## config.mk

```make
export PLATFORM = sky130hd
export DESIGN_NAME = booth_sequential_multiplier
export DESIGN_NICKNAME = d
export VERILOG_FILES = /design/src/rtl/booth_sequential_multiplier.sv
export SDC_FILE = /design/constraint.sdc
export NUM_CORES = 1
export LEC_CHECK = 0
export ABC_CLOCK_PERIOD_IN_PS = 2750
export CAP_MARGIN = 25
export CORE_UTILIZATION = 45
export DETAILED_ROUTE_END_ITERATION = 8
export GPL_TIMING_DRIVEN = 0
export PLACE_DENSITY_LB_ADDON = 0.1
export SLEW_MARGIN = 20
export SYNTH_ARGS = -nofsm -noshare
export SYNTH_HDL_FRONTEND = slang
export SYNTH_SLANG_ARGS = --single-unit
```

## constraint.sdc

```tcl
create_clock -name clk -period 2.75 [get_ports clk]
set_input_delay 0.55 -clock clk [delete_from_list [all_inputs] [get_ports clk]]
set_output_delay 0.55 -clock clk [all_outputs]
set_load 0.01 [all_outputs]
```

## src/rtl/booth_sequential_multiplier.sv

```systemverilog
// Sequential signed radix-2 Booth multiplier, one Booth step per clock, start/busy/done handshake.
// Optional macro BOOTH_ZERO_SKIP_EN: a zero operand bypasses the Booth steps (latency 1).
module booth_sequential_multiplier #(
    parameter int N = 4
) (
    input  logic           clk,
    input  logic           rst_n,
    input  logic           start,
    input  logic [N-1:0]   M,
    input  logic [N-1:0]   Q,
    output logic           busy,
    output logic           done,
    output logic [2*N-1:0] Prod
);

    // state  | meaning
    // S_IDLE | waiting for start
    // S_RUN  | one Booth step per cycle, r_cnt steps remaining
    // S_DONE | Prod just written, done high for this cycle, start accepted
    // S_ZERO | zero operand seen, Prod cleared next cycle (zero-skip build only)
    typedef enum logic [1:0] {
        S_IDLE = 2'd0,
        S_RUN  = 2'd1,
        S_DONE = 2'd2,
        S_ZERO = 2'd3
    } state_t;

    localparam int CW = $clog2(N + 1);

    state_t         r_state;
    logic [N-1:0]   r_mreg;
    logic [N:0]     r_a;
    logic [N-1:0]   r_qreg;
    logic           r_q1;
    logic [CW-1:0]  r_cnt;
    logic [2*N-1:0] r_prod;
    logic           r_busy;
    logic           r_done;

    logic [N:0]     w_m_ext;
    logic [N:0]     w_sum;
    logic [N:0]     w_a_next;
    logic [N-1:0]   w_q_next;
    logic           w_q1_next;
    logic           w_last_step;
`ifdef BOOTH_ZERO_SKIP_EN
    logic           w_zero_op;
    assign w_zero_op = (M == '0) || (Q == '0);
`endif

    // A is one bit wider than M so that subtracting -2^(N-1) cannot overflow.
    assign w_m_ext = {r_mreg[N-1], r_mreg};

    always_comb begin
        w_sum = r_a;
        case ({r_qreg[0], r_q1})
            2'b01:   w_sum = r_a + w_m_ext;
            2'b10:   w_sum = r_a - w_m_ext;
            default: w_sum = r_a;
        endcase
    end

    assign w_a_next    = {w_sum[N], w_sum[N:1]};
    assign w_q_next    = {w_sum[0], r_qreg[N-1:1]};
    assign w_q1_next   = r_qreg[0];
    assign w_last_step = (r_cnt == CW'(1));

    always_ff @(posedge clk or negedge rst_n) begin
        if (!rst_n) begin
            r_state <= S_IDLE;
            r_mreg  <= '0;
            r_a     <= '0;
            r_qreg  <= '0;
            r_q1    <= 1'b0;
            r_cnt   <= '0;
            r_prod  <= '0;
            r_busy  <= 1'b0;
            r_done  <= 1'b0;
        end else begin
            r_done <= 1'b0;
            case (r_state)
                S_IDLE, S_DONE: begin
                    if (start) begin
                        r_mreg <= M;
                        r_a    <= '0;
                        r_qreg <= Q;
                        r_q1   <= 1'b0;
                        r_cnt  <= CW'(N);
`ifdef BOOTH_ZERO_SKIP_EN
                        if (w_zero_op) begin
                            r_state <= S_ZERO;
                            r_busy  <= 1'b0;
                        end else begin
                            r_state <= S_RUN;
                            r_busy  <= 1'b1;
                        end
`else
                        r_state <= S_RUN;
                        r_busy  <= 1'b1;
`endif
                    end else begin
                        r_state <= S_IDLE;
                    end
                end
                S_RUN: begin
                    r_a    <= w_a_next;
                    r_qreg <= w_q_next;
                    r_q1   <= w_q1_next;
                    r_cnt  <= r_cnt - CW'(1);
                    if (w_last_step) begin
                        r_prod  <= {w_a_next[N-1:0], w_q_next};
                        r_done  <= 1'b1;
                        r_busy  <= 1'b0;
                        r_state <= S_DONE;
                    end
                end
                S_ZERO: begin
                    r_prod  <= '0;
                    r_done  <= 1'b1;
                    r_state <= S_DONE;
                end
                default: begin
                    r_state <= S_IDLE;
                    r_busy  <= 1'b0;
                end
            endcase
        end
    end

    assign busy = r_busy;
    assign done = r_done;
    assign Prod = r_prod;

endmodule

```

* Word level (Yosys, flattened, before mapping) *
Index checks and enable logic that the tools add are counted.

operators by class
  add/sub/neg operators = 3
  equality and inequality tests = 8
  reduce and logical (&&, ||, !) cells = 8
  multiplexer cells = 19

operator list
  operator               count
  $pmux W5 S2            2
  $pmux W8 S2            1
  $mux W8                1
  $pmux W4 S2            1
  $eq A2 B2 Y1 const B   3
  $pmux W1 S2            3
  $pmux W2 S3            1
  $pmux W3 S2            1
  $reduce_and A2 Y1      3
  $add A5 B5 Y5          1
  $mux W1                5
  $mux W5                1
  $sub A5 B5 Y5          1
  $eq A2 B1 Y1 const B   2
  $mux W4                1
  $ne A2 B2 Y1 const B   2
  $reduce_bool A2 Y1     2
  $eq A3 B1 Y1 const B   1
  $mux W3                1
  $reduce_and A3 Y1      1
  $sub A3 B1 Y3 const B  1
  $logic_not A2 Y1       1
  $mux W2                1
  $reduce_or A2 Y1       1

word-level totals
  register bits = 29
  bits of input ports = 11
  output and inout port bits = 10
  word-level logic and storage cells = 47

* Logic depth before layout (Yosys ltp) *
  depth after elaboration = 4
  mapped depth = 10
  depth with buffers taken out = 10

* Worst setup path before layout *
Ideal clock, no wire load.

  path kind = reg2reg
  from = register r_q1
  to = register r_prod[7] (netlist: Prod[7])
  setup slack = 0.444 ns
  period minus slack after synthesis = 2.306 ns
  data arrival time = 2.236 ns
  required time = 2.681 ns
  path buffers = 0
  cell stages (with the launch flop) = 10
  library setup time = 0.069 ns
  cell sequence = dfrtp_1 inv_1 ha_1 mux2_2 fa_1 nand2b_1 a21oi_2 xnor2_1 or4_1 nand3_1

on the way
  cells in the longest elaborated chain, start to end = 4
  elaborated cells between the ends (all ways) = 5
  classes of those cells = 2 x eq/ne; 3 x mux

ends and longest elaborated chain
  item                                          line  text
  start, declared                               34    logic r_q1;
  start signal, assigned                        108   r_q1 <= w_q1_next;
  $eq A2 B2 Y1 or $eq A2 B1 Y1 (tied branches)  56    case ({r_qreg[0], r_q1})
  $pmux W5 S2 (*)                               56
  $mux W8 (*)                                   110   if (w_last_step) begin
  $pmux W8 S2 (*)                               81    case (r_state)
  end signal, assigned                          111   r_prod <= {w_a_next[N-1:0], w_q_next};
  end, declared                                 36    logic [2*N-1:0] r_prod;

Mark *: on every way between the ends. The rest lies on a longest branch, timed or not. The select of a mux whose other input is x is not followed.
A chain may end at the register's enable or synchronous reset.

* Worst setup path after layout *
  from = register r_mreg[0]
  to = register r_a[3]

on the way
  cells in the longest elaborated chain, start to end = 3
  elaborated cells between the ends (all ways) = 4
  classes of those cells = 2 x add/sub; 2 x mux

ends and longest elaborated chain
  item                                            line    text
  start, declared                                 31      logic [N-1:0] r_mreg;
  start signal, assigned                          71      r_mreg <= '0;
  start signal, assigned                          84      r_mreg <= M;
  $sub A5 B5 Y5 or $add A5 B5 Y5 (tied branches)  58, 57
  $pmux W5 S2 (*)                                 56
  $pmux W5 S2 (*)                                 81
  end signal, assigned                            106     r_a <= w_a_next;
  end, declared                                   32      logic [N:0] r_a;

Mark *: on every way between the ends. The rest lies on a longest branch, timed or not.

==> results.md <==
- Status: finished, violations left
- Starting DRT DRC Count: 35
- Register-to-Register Path Depth: 9
- Final Hold Vio Count: 0
- Grt ovf: 0
- Cell family contributing the most delay on the critical path: adder cells
- Post-CTS Hold Fix Bufs: 0
- Comb pwr share: 0.597
- Inst Count DP: 186
- Worst Max-Slew Pin Slew: 0.7300 ns
- CTS Buf Count: 3
- Vias in the first global route: 1066
- Most common cell after layout, fill and taps aside: dfrtp_1
- Die H: 57.68 um
- Crit-path slowest cell: fa_1
- Routed WL: 2.699 mm
- CP required: 3.01 ns
- Asr flop ratio synth: 1.000
- CP Buf/Inv Count: 1
- Layout cell share with drive strength beyond 1: 0.07547
- Critical Path Max Stage Delay: 0.43 ns
- Initial antenna violation count: 0
- Post-synth EDFFs: 0
- Pins Over Slew Limit: 0
- Post-synthesis cell area: 1395 um^2
- Avg WL per Cell: approximately 14 um
- Worst-path cell chain: inv_1 -> ha_1 -> mux2_2 -> fa_1 -> nand2b_1 -> a21oi_2 -> xnor2_1 -> or4_1 -> nand3_1
- CTS sink count: 28
- Fin nets: 180
- Overall power: ~2.3 mW
- Postcts setup bufs: 0
- CP arrival: 2.78 ns
- Unrepaired setup endpoints after global routing: no
- Critical R2R Launch: r_mreg[0]
- Worst-Skew Late Latency: 0.32 ns
- Syn_nets: between 150 and 200
- Area of the core: 2853 um^2
- Sw frac: 0.4364
- Detailed-route DRC error count: 1
- Largest net degree at the start of global routing: 29
- First-pass GRT wire length: ~4.8 mm
- GRT Total Usage: 0.1871
- Syn avg cell area: 10.33 um^2
- Worst Setup SP: r_mreg[0]
- Setup crit end: r_a[3]
- CP Max Fanout: 4
- I/O pins: 21
- Pint: 1.320 mW
- Root buf cell: clkbuf_4
- Synth warn: 0
- Failing checks: DRC
- # diodes: 0
- VDD IR max: ~0.00057 V
- Mapped Cells: 135
- Deepest clock path buffer count: 2
- Port Buf Inserts: 20
- Power Density: about 1400 nW/um^2
- Synthesis-to-layout area growth: 19.37%
- Crit path capture type: flip-flop
- Placed cell area: 1629 um^2
- Vias/cell: 5.416
- Fill cells: around 260
- 1st-pass router iterations: 6
- TNS Setup: 0 ns
- CP Depth: 9
- Sequential area share after synthesis: 0.5022
- Leakage: 0.7744 nW
- Vias: 1029
- Period utilisation layout: 0.9157
- Net Switching: about 1.0 mW
- Sequential share of power: 0.319
- Fin Hold WS: between 0.2 and 0.25 ns
- H-tree Lvls: 1
- GP Congestion: between 0.7 and 0.8
- Max-cap violations: 0
- HPWL Detailed: 2.029 mm
- Clock Skews: 0.003538 ns
- R2R Path End: r_a[3]
- CP Launch Type: flip-flop
- Max-slew headroom: 0.5116
- FF+latch count, synth: 28
- Reg clk slew, reported paths: 0.15 ns
- Die ar.: 3327 um^2
- Post-route design area: roughly 1700 um^2
- Post-synth top flop: dfrtp_1
- Die X: roughly 58 um
- PostCTS Resize Cnt: 0
- Tmin final: 2.518 ns
- Row cnt: 19
- Final ANT Viol Nets: 0
- Clock power share: 0.084
- Starting Density: 0.4890
- Most frequent cells in the layout: dfrtp_1 (28), clkdlybuf4s50_1 (19), nand2_1 (15)
- Reg2Reg Setup Slack: 0.23 ns
- Setup CP Type: flip-flop to flip-flop
- CTS tree: built
- Yosys cell types: 33
- Final setup fails: 0
- Worst Hold Class: primary input to asynchronous set/reset pin
- Final Instance Count excl. Fillers: 190
- Maximum clock rate: 0.3971 GHz
how the worst min path moves through the flow:
stage | to | cells past startpoint | slack, ns | from
floorplan | Prod[0] | 0 | 0.25 | rst_n
global placement | Prod[5] | 2 | 0.47 | Prod[5]
detailed placement | r_cnt[1] | 2 | 0.47 | r_cnt[1]
CTS | done | 1 | 0.23 | rst_n
global route | done | 1 | 0.25 | rst_n
finish | done | 1 | 0.22 | rst_n
cell families (layout without fill, tap and decap cells):
logic type,after synthesis,in the layout,share of synthesized area
and+or+nand+nor,39,39,0.1318
adders and majority gates,9,9,0.08610
xor gates and xnor gates,5,5,0.03140
AOI/OAI and AO/OA,32,32,0.1587
muxes,6,6,0.04574
buffers and inverters,16,40,0.04394
DFF,28,28,0.5022
metrics by stage:
| step | setup WS (ns) | util |
|---|---|---|
| 4_1_cts | 0.2247 | 0.5838 |
| 5_1_grt | 0.08734 | 0.5838 |
| 3_3_place_gp | 0.3060 | 0.5728 |
| 6_report | 0.2319 | 0.5838 |
| 3_5_place_dp | 0.2684 | 0.5711 |
| 2_1_floorplan | 0.4444 | - |
worst reg2reg max path: cells and delay by family, from the launching register on:
family	cells	cell delay, ns
fa+ha+maj	2	0.72
simple gates	3	0.68
flops	1	0.41
mux	1	0.30
compound gates	1	0.14
xor+xnor	1	0.14
buf+inv	1	0.07
metal layers:
layer  GRT usage  part of all wire
met1      0.2577              0.49
met2      0.3123              0.48
met3     0.02679             0.020
met4     0.05102            0.0078
met5           0                 0
power by group through the flow:
stage | Clock (mW) | Sequential (mW) | Combinational (mW)
final | 0.197 | 0.747 | 1.40
after global routing | 0.215 | 0.774 | 1.59
after CTS | 0.202 | 0.747 | 1.41
after detailed placement | 0 | 0.757 | 1.40
after global placement | 0 | 0.745 | 1.35
after floorplan | 0 | 0.753 | 0.988
area by class of cell:
cell class | instances | area (um^2) | share of cell area
plain buffers | 5 | 20.02 | 0.01202
clock buffers | 4 | 36.28 | 0.02179
inverters | 11 | 41.29 | 0.02479
multi-input cells | 91 | 633.1 | 0.3802
flip-flops and latches | 28 | 700.7 | 0.4207
well taps | 31 | 38.79 | 0.02329
repair buffers | 20 | 195.2 | 0.1172
sequential cells by signal, indices dropped and copies added (netlist names):
register	count
Prod	8
r_a	4
r_mreg	4
r_qreg	4
r_cnt	3
r_state	2
busy	1
done	1
r_q1	1
cells in the mapped netlist, types with 4 or more instances:
master    number  area (um^2)
a22o_1         7        61.31
inv_1         11        41.29
o21ai_0        5        25.02
a21oi_1        4        20.02
nand2_1       15        56.30
dfrtp_1       28        700.7
ha_1           8        100.1
nor2_1         9        33.78
clkbuf_1       4        15.01
Power figures use the tool's default switching activity.
